`config.mk`:
```
export PLATFORM = sky130hd
export DESIGN_NAME = mem_initiator
export DESIGN_NICKNAME = d
export VERILOG_FILES = /design/src/rtl/mem_initiator.sv
export SDC_FILE = /design/constraint.sdc
export NUM_CORES = 1
export LEC_CHECK = 0
export CORE_MARGIN = 2
export CORE_UTILIZATION = 44
export DETAILED_ROUTE_END_ITERATION = 7
export HOLD_SLACK_MARGIN = 0.05
export PLACE_DENSITY = 0.85
export SLEW_MARGIN = 20
export SYNTH_ARGS = -nofsm -noshare
export SYNTH_HDL_FRONTEND = slang
export SYNTH_SLANG_ARGS = --single-unit
```
`constraint.sdc`:
```
create_clock -name clk -period 3.12 [get_ports clk]
set_input_delay 0.624 -clock clk [delete_from_list [all_inputs] [get_ports clk]]
set_output_delay 0.624 -clock clk [all_outputs]
set_load 0.02 [all_outputs]
```
`src/rtl/mem_initiator.sv`:
```
// rtl/mem_initiator.sv - single-request load/store master for the 64x16 memory
// Bursts of 1..2**LENW read beats at incrementing (wrapping) addresses; all progress gated by StepIn.
module mem_initiator #(
  parameter int AW   = 6,
  parameter int DW   = 16,
  parameter int LENW = 2
) (
  input  logic            clk,
  input  logic            reset,
  input  logic            StepIn,
  input  logic            Req,
  input  logic            RdWr,
  input  logic [AW-1:0]   ReqAdrs,
  input  logic [DW-1:0]   ReqData,
  input  logic [LENW-1:0] BurstLen,
  input  logic [DW-1:0]   MemDout,
  output logic [AW-1:0]   MemAdrs,
  output logic [DW-1:0]   MemDin,
  output logic            MemWrt,
  output logic            MemStep,
  output logic [DW-1:0]   RdData,
  output logic            RdValid,
  output logic            Busy,
  output logic            Done
);

  typedef enum logic [1:0] {IDLE, ADDR, XFER, DONE} state_t;

  state_t          state_q, state_d;
  logic            op_q;
  logic [LENW-1:0] count_q;

  always_ff @(posedge clk or posedge reset) begin
    if (reset) state_q <= IDLE;
    else       state_q <= state_d;
  end

  always_comb begin
    state_d = state_q;
    MemWrt  = 1'b0;
    MemStep = 1'b0;
    Done    = 1'b0;
    Busy    = 1'b1;
    case (state_q)
      IDLE: begin
        Busy = 1'b0;
        if (Req && StepIn) state_d = ADDR;
      end
      ADDR: begin
        if (StepIn) state_d = XFER;
      end
      XFER: begin
        MemWrt  = op_q;
        MemStep = StepIn;
        // Writes are always single-beat, so count is 0 for them too
        if (StepIn) state_d = (op_q || count_q == '0) ? DONE : ADDR;
      end
      DONE: begin
        Done    = 1'b1;
        state_d = IDLE;
      end
      default: state_d = IDLE;
    endcase
  end

  always_ff @(posedge clk or posedge reset) begin
    if (reset) begin
      MemAdrs <= '0;
      MemDin  <= '0;
      RdData  <= '0;
      RdValid <= 1'b0;
      op_q    <= 1'b0;
      count_q <= '0;
    end else begin
      RdValid <= 1'b0;
      case (state_q)
        IDLE: begin
          if (Req && StepIn) begin
            MemAdrs <= ReqAdrs;
            MemDin  <= ReqData;
            op_q    <= RdWr;
            count_q <= RdWr ? '0 : BurstLen;
          end
        end
        XFER: begin
          if (StepIn && !op_q) begin
            RdData  <= MemDout;
            RdValid <= 1'b1;
            if (count_q != '0) begin
              count_q <= count_q - LENW'(1);
              MemAdrs <= MemAdrs + AW'(1);
            end
          end
        end
        default: ;
      endcase
    end
  end

endmodule
```
==> results.sh, run 1 <==
export IMPL_critical_path_class="in2out"
export IMPL_vias_per_cell=5.03
export IMPL_grt_pass1_vias=1578
export IMPL_clock_sinks=44
export IMPL_slew_violations=0
export IMPL_layout_common_cells="clkdlybuf4s50_1 (87), dfrtp_1 (44), mux2_2 (33)"
export IMPL_yosysTopAreaCell="dfrtp_1"
export IMPL_syn_nets=195
export IMPL_grt_max_degree=45
export IMPL_power_mw=3.06
export IMPL_regArea_sq_mm=0.00110
export IMPL_synth_xor_area_share=0
export IMPL_ctsResizeCount=0
export IMPL_ctsHoldBuffers=0
export IMPL_ys_ff_latch=44
export IMPL_holdWs_ps=511
export IMPL_syn_instance_count=148
export IMPL_cts_tree="built"
export IMPL_core_area_sq_mm=0.00409
export IMPL_worstMarginPinSlew_ps=544
export IMPL_worstSkewPairLatency_ps=300
export IMPL_worstPathRequired_ps=2500
export IMPL_setup_slack_ps=401
export IMPL_synth_cell_type_count=32
export IMPL_grt_overflow=0
export IMPL_die_w_microns=69.9
export IMPL_synth_top_family_by_area="multiplexers"
export IMPL_worstPathMaxFanout=5
export IMPL_hold_path_class="reg2reg"
export IMPL_grt_first_pass_wirelength_mm=7.50
export IMPL_cp_start_kind="input port"
export IMPL_final_common_cell="clkdlybuf4s50_1"
export IMPL_power_per_cell_area_mw_per_mm2=1030
export IMPL_tns_ps=0
export IMPL_yosys_area_share_simple=0.104
export IMPL_final_core_util=0.726
export IMPL_yosys_warnings=0
export IMPL_routedWlPerCell_microns=15.5
export IMPL_die_area_sq_mm=0.00489
export IMPL_drt_pass1_iterations=4
export IMPL_io_pins=88
export IMPL_min_period_ps=2720
export IMPL_wl_mm=4.50
export IMPL_fin_nets=287
export IMPL_final_area_sq_mm=0.00297
export IMPL_drc=0
export IMPL_setup_viol=0
export IMPL_grt_util_all_layers=0.195
export IMPL_cts_buffers=5
export IMPL_seq_area_frac_synth=0.576
export IMPL_rsz0062_at_grt="false"
export IMPL_clock_skew_ps=3.59
export IMPL_drive_above_1_share=0.212
export IMPL_avgSynthCellArea_sq_um=12.9
export IMPL_synth_compound_area_frac=0.0759
export IMPL_status="finished, final reports clean"
export IMPL_crit_path_end_kind="primary output"
export IMPL_fmax_mhz=368
export IMPL_area_growth_pct=55.1
export IMPL_leakage_nw=1.23
export IMPL_place_gp_congestion=0.709
export IMPL_yosys_area_share_adder=0.0131
export IMPL_h_tree_depth=2
export IMPL_cts_root_buf="clkbuf_8"
export IMPL_cts_max_path_buffers=2
export IMPL_chipHeight_microns=69.9
export IMPL_antenna_found_initial=0
export IMPL_n_antenna_cell=0
export IMPL_placed_area_sq_mm=0.00284
export IMPL_maxCapViolations=0
export IMPL_synthTopCellsByArea="dfrtp_1 (58%), mux2_2 (19%), a21oi_1 (1.8%)"
export IMPL_postRouteAntennaNets=0
export IMPL_dp_slack_ps=387
export IMPL_maxSlewHeadroom=0.638
export IMPL_vias=1463
export IMPL_stdcell_count=291
export IMPL_period_share=0.872
export IMPL_dp_cells=283
export IMPL_dp_hpwl_mm=3.31
export IMPL_synth_top_cell_area_share=0.576
export IMPL_multi_input_area_sq_um=756
export IMPL_finalHoldViolations=0
export IMPL_ir_drop_v=0.000533
export IMPL_synth_area_sq_mm=0.00191
export IMPL_rows=23
export IMPL_muxShareOfSynthArea=0.194
export IMPL_post_cts_buffers=0
export IMPL_io_buffers=87
export IMPL_initial_core_util=0.468
export IMPL_drt_iter0_drc=107
export IMPL_clk_pin_slew_ps=80
export IMPL_arrival_ps=2100
export IMPL_num_fill_cells=296
## cell families (layout without fill, tap and decap cells)
family / after synthesis / in the layout
muxes: 33 / 33
buffers and inverters: 11 / 104
DFF: 44 / 44
AOI/OAI and AO/OA: 23 / 23
adders and majority gates: 2 / 2
and+or+nand+nor: 35 / 35
## power breakdown
part / switching [mW] / internal, mW / leakage (nW)
clock network: 0.195 / 0.283 / 0.0645
registers: 0.199 / 0.850 / 0.525
logic: 0.716 / 0.816 / 0.641
total: 1.11 / 1.95 / 1.23
## worst max-delay path, cell delays in order
cell and delay (ps):
clkdlybuf4s50_1 540, nand3b_1 200, inv_1 110, clkdlybuf4s50_1 620
## flip-flops by register name, indices dropped and copies added (netlist names)
signal	count
MemAdrs	6
op_q	1
count_q	2
RdData	16
MemDin	16
state_q	2
RdValid	1
## path summary, 6_finish.rpt
path	startpoint	end	slack, ps	depth (start not counted)
worst max-delay path	StepIn	MemStep	400	4
worst min-delay path	MemDin[10]$_DFFE_PP0P_	MemDin[10]$_DFFE_PP0P_	510	1
worst max register to register	state_q[1]$_DFFE_PP0P_	MemDin[3]$_DFFE_PP0P_	1280	3
worst min register to register	MemDin[10]$_DFFE_PP0P_	MemDin[10]$_DFFE_PP0P_	510	1
max in group asynchronous	reset	MemAdrs[2]$_DFFE_PP0P_	1990	3
min in group asynchronous	reset	MemDin[7]$_DFFE_PP0P_	760	3
## cells in the mapped netlist
library cell,number
a31oi_1,1
a211o_1,1
or2b_1,1
nand3_1,4
nor4bb_1,1
a21bo_2,1
buf_4,1
buf_6,3
and3_1,2
nor2b_1,2
nor4_1,1
nor2_1,4
o31ai_1,1
nor2_2,1
nand3b_1,1
inv_1,5
ha_1,2
buf_2,2
a211oi_1,1
or3b_4,1
o22ai_1,3
o21ai_0,7
dfrtp_1,44
a21oi_4,1
nor3_1,2
mux2_2,33
a21oi_1,7
nand2_1,6
and2_1,2
or2_2,1
nand2b_1,5
nor3b_1,1
## final cells by class
| cell class | count | area share |
|---|---|---|
| sequential | 44 | 0.371 |
| clock buffer | 7 | 0.0325 |
| timing repair buffer | 91 | 0.304 |
| multi-input combinational | 93 | 0.255 |
| clock inverter | 1 | 0.0101 |
| inverter | 5 | 0.00633 |
| tap | 50 | 0.0211 |
## metal layers
| metal | global-route usage | vias to the layer above | part of all wire |
|---|---|---|---|
| met3 | 0.0649 | 9 | 0.080 |
| met5 | 0 | - | 0 |
| met4 | 0.0662 | 0 | 0.019 |
| met2 | 0.340 | 51 | 0.51 |
| met1 | 0.225 | 696 | 0.39 |
| li1 | - | 707 | - |
Power figures use the tool's default switching activity.
==> run 2: changes to the inputs <==
- CELL_PAD_IN_SITES_DETAIL_PLACEMENT: default -> 1
- CELL_PAD_IN_SITES_GLOBAL_PLACEMENT: default -> 2
- CORE_UTILIZATION: 44 -> 27
- PLACE_DENSITY: 0.85 -> default
- PLACE_DENSITY_LB_ADDON: default -> 0.1
==> run 2 against run 1 <==
Via count up 2.4%; cell count grew 15%; register-to-register slack hardly changed; non-clock buffer count shrank 1; critical path type unchanged.
==> results.sh, run 2 (same netlist as run 1, synthesis figures left out) <==
export IMPL_status="finished, final reports clean"
export IMPL_grt_pass1_vias=1709
export IMPL_cp_start_kind="input port"
export IMPL_fmax_mhz=366
export IMPL_io_pins=88
export IMPL_path_cells="clkdlybuf4s50_1 -> nand3b_1 -> inv_1 -> clkdlybuf4s50_1"
export IMPL_power_per_cell_area_mw_per_mm2=1050
export IMPL_cts_buffers=5
export IMPL_drc=0
export IMPL_rows=30
export IMPL_min_to="RdData[2]$_DFFE_PP0P_"
export IMPL_leakage_nw=1.24
export IMPL_worstSkewPairLatency_ps=290
export IMPL_clock_sinks=44
export IMPL_hp_start="RdData[2]$_DFFE_PP0P_"
export IMPL_drt_pass1_iterations=4
export IMPL_worstPathMaxFanout=5
export IMPL_clock_skew_ps=7.11
export IMPL_place_gp_congestion=0.677
export IMPL_dp_hpwl_mm=3.61
export IMPL_holdWs_ps=511
export IMPL_ir_drop_v=0.000360
export IMPL_die_w_microns=88.1
export IMPL_worstMarginPinSlew_ps=916
export IMPL_n_antenna_cell=0
export IMPL_grt_util_all_layers=0.139
export IMPL_clk_pin_slew_ps=90
export IMPL_r2r_end="MemAdrs[0]$_DFFE_PP0P_"
export IMPL_chipHeight_microns=88.1
export IMPL_grt_max_degree=45
export IMPL_postRouteAntennaNets=0
export IMPL_power_frac_seq=0.329
export IMPL_core_area_sq_mm=0.00683
export IMPL_wl_mm=4.94
export IMPL_io_buffers=87
export IMPL_crit_path_top_delay_cell="clkdlybuf4s50_1"
export IMPL_area_growth_pct=59.4
export IMPL_final_common_cell="clkdlybuf4s50_1"
export IMPL_tns_ps=0
export IMPL_worstPathRequired_ps=2500
export IMPL_num_fill_cells=744
export IMPL_period_share=0.875
export IMPL_fin_nets=286
export IMPL_crit_path_end_kind="primary output"
export IMPL_ff2ff_path_depth=6
export IMPL_critical_path_class="in2out"
export IMPL_rsz0062_at_grt="false"
export IMPL_grt_overflow=0
export IMPL_arrival_ps=2110
export IMPL_switchingPower_mw=1.12
export IMPL_ctsResizeCount=0
export IMPL_p_int_mw=2.07
export IMPL_initial_core_util=0.280
export IMPL_h_tree_depth=2
export IMPL_layout_common_cells="clkdlybuf4s50_1 (87), dfrtp_1 (44), mux2_2 (33), o21ai_0 (7), a21oi_1 (7)"
export IMPL_r2r_slack_ps=1270
export IMPL_top_regs="MemDin: 16 flops, RdData: 16 flops, MemAdrs: 6 flops"
export IMPL_r2r_start="count_q[0]$_DFFE_PP0P_"
export IMPL_die_area_sq_mm=0.00777
export IMPL_hold_path_class="reg2reg"
export IMPL_p_sw_frac=0.351
export IMPL_ctsHoldBuffers=0
export IMPL_vias_per_cell=4.46
export IMPL_grt_first_pass_wirelength_mm=8.22
export IMPL_antenna_found_initial=0
export IMPL_drt_iter0_drc=9
export IMPL_cts_max_path_buffers=2
export IMPL_min_period_ps=2730
export IMPL_cts_tree="built"
export IMPL_crit_top_cell="clkdlybuf4s50_1"
export IMPL_slew_violations=0
export IMPL_routedWlPerCell_microns=14.7
export IMPL_vias=1498
export IMPL_comb_power_share=0.483
export IMPL_cp_slowest_stage_delay_ps=630
export IMPL_cts_root_buf="clkbuf_8"
export IMPL_worstHoldPathCells=1
export IMPL_clkPwrFrac=0.188
export IMPL_maxCapViolations=0
export IMPL_drive_above_1_share=0.213
export IMPL_finalHoldViolations=0
export IMPL_setup_viol=0
export IMPL_post_cts_buffers=0
export IMPL_maxSlewHeadroom=0.388
==> run 2: stage by stage <==
| step | util | setup WS [ps] | instances | cell area [sq um] | power (mW) |
|---|---|---|---|---|---|
| after global routing | 0.446 | 307 | 336 | 3050 | 3.39 |
| after CTS | 0.446 | 375 | 336 | 3050 | 3.24 |
| after global placement | 0.423 | 394 | 328 | 2890 | 2.56 |
| after detailed placement | 0.423 | 395 | 328 | 2890 | 2.62 |
| final | 0.446 | 389 | 336 | 3050 | 3.19 |
| after floorplan | - | 1330 | 148 | 1910 | 1.87 |
==> run 2: critical path, delay by kind of cell <==
kind                   cells  cell delay, ps
buffers and inverters      3            1290
AND/OR/NAND/NOR            1             190
==> run 2: worst max-delay path by stage <==
| stage | start | cells past startpoint | endpoint |
|---|---|---|---|
| 6_report | StepIn | 4 | MemStep |
| 5_1_grt | StepIn | 4 | MemStep |
| 4_1_cts | StepIn | 4 | MemStep |
| 3_5_place_dp | StepIn | 4 | MemStep |
| 3_3_place_gp | StepIn | 4 | MemStep |
| 2_1_floorplan | state_q[1]$_DFFE_PP0P_ | 4 | MemWrt |
==> run 2: layer usage <==
layer	wire, microns	share of wire	track usage	vias to the layer above
met1	1980	0.40	0.162	748
met4	29	0.0059	0.0413	0
met2	2610	0.53	0.238	43
li1	-	-	-	705
met3	316	0.064	0.0566	2
met5	0	0	0	-
==> run 2: power by group through the flow <==
stage	Sequential (mW)	Clock [mW]	Combinational [mW]
2_1_floorplan	1.33	0	0.542
5_1_grt	1.10	0.650	1.65
3_5_place_dp	1.06	0	1.55
3_3_place_gp	1.04	0	1.52
6_report	1.05	0.599	1.54
4_1_cts	1.06	0.618	1.57
==> run 2: area by class of cell <==
class                   count  area (sq um)  area share
flip-flops and latches     44          1100       0.361
repair buffers             90           893       0.293
multi-input cells          93           756       0.248
well taps                  96           120      0.0394
clock inverters             3          90.1      0.0296
clock buffers               5          68.8      0.0226
inverters                   5          18.8     0.00616
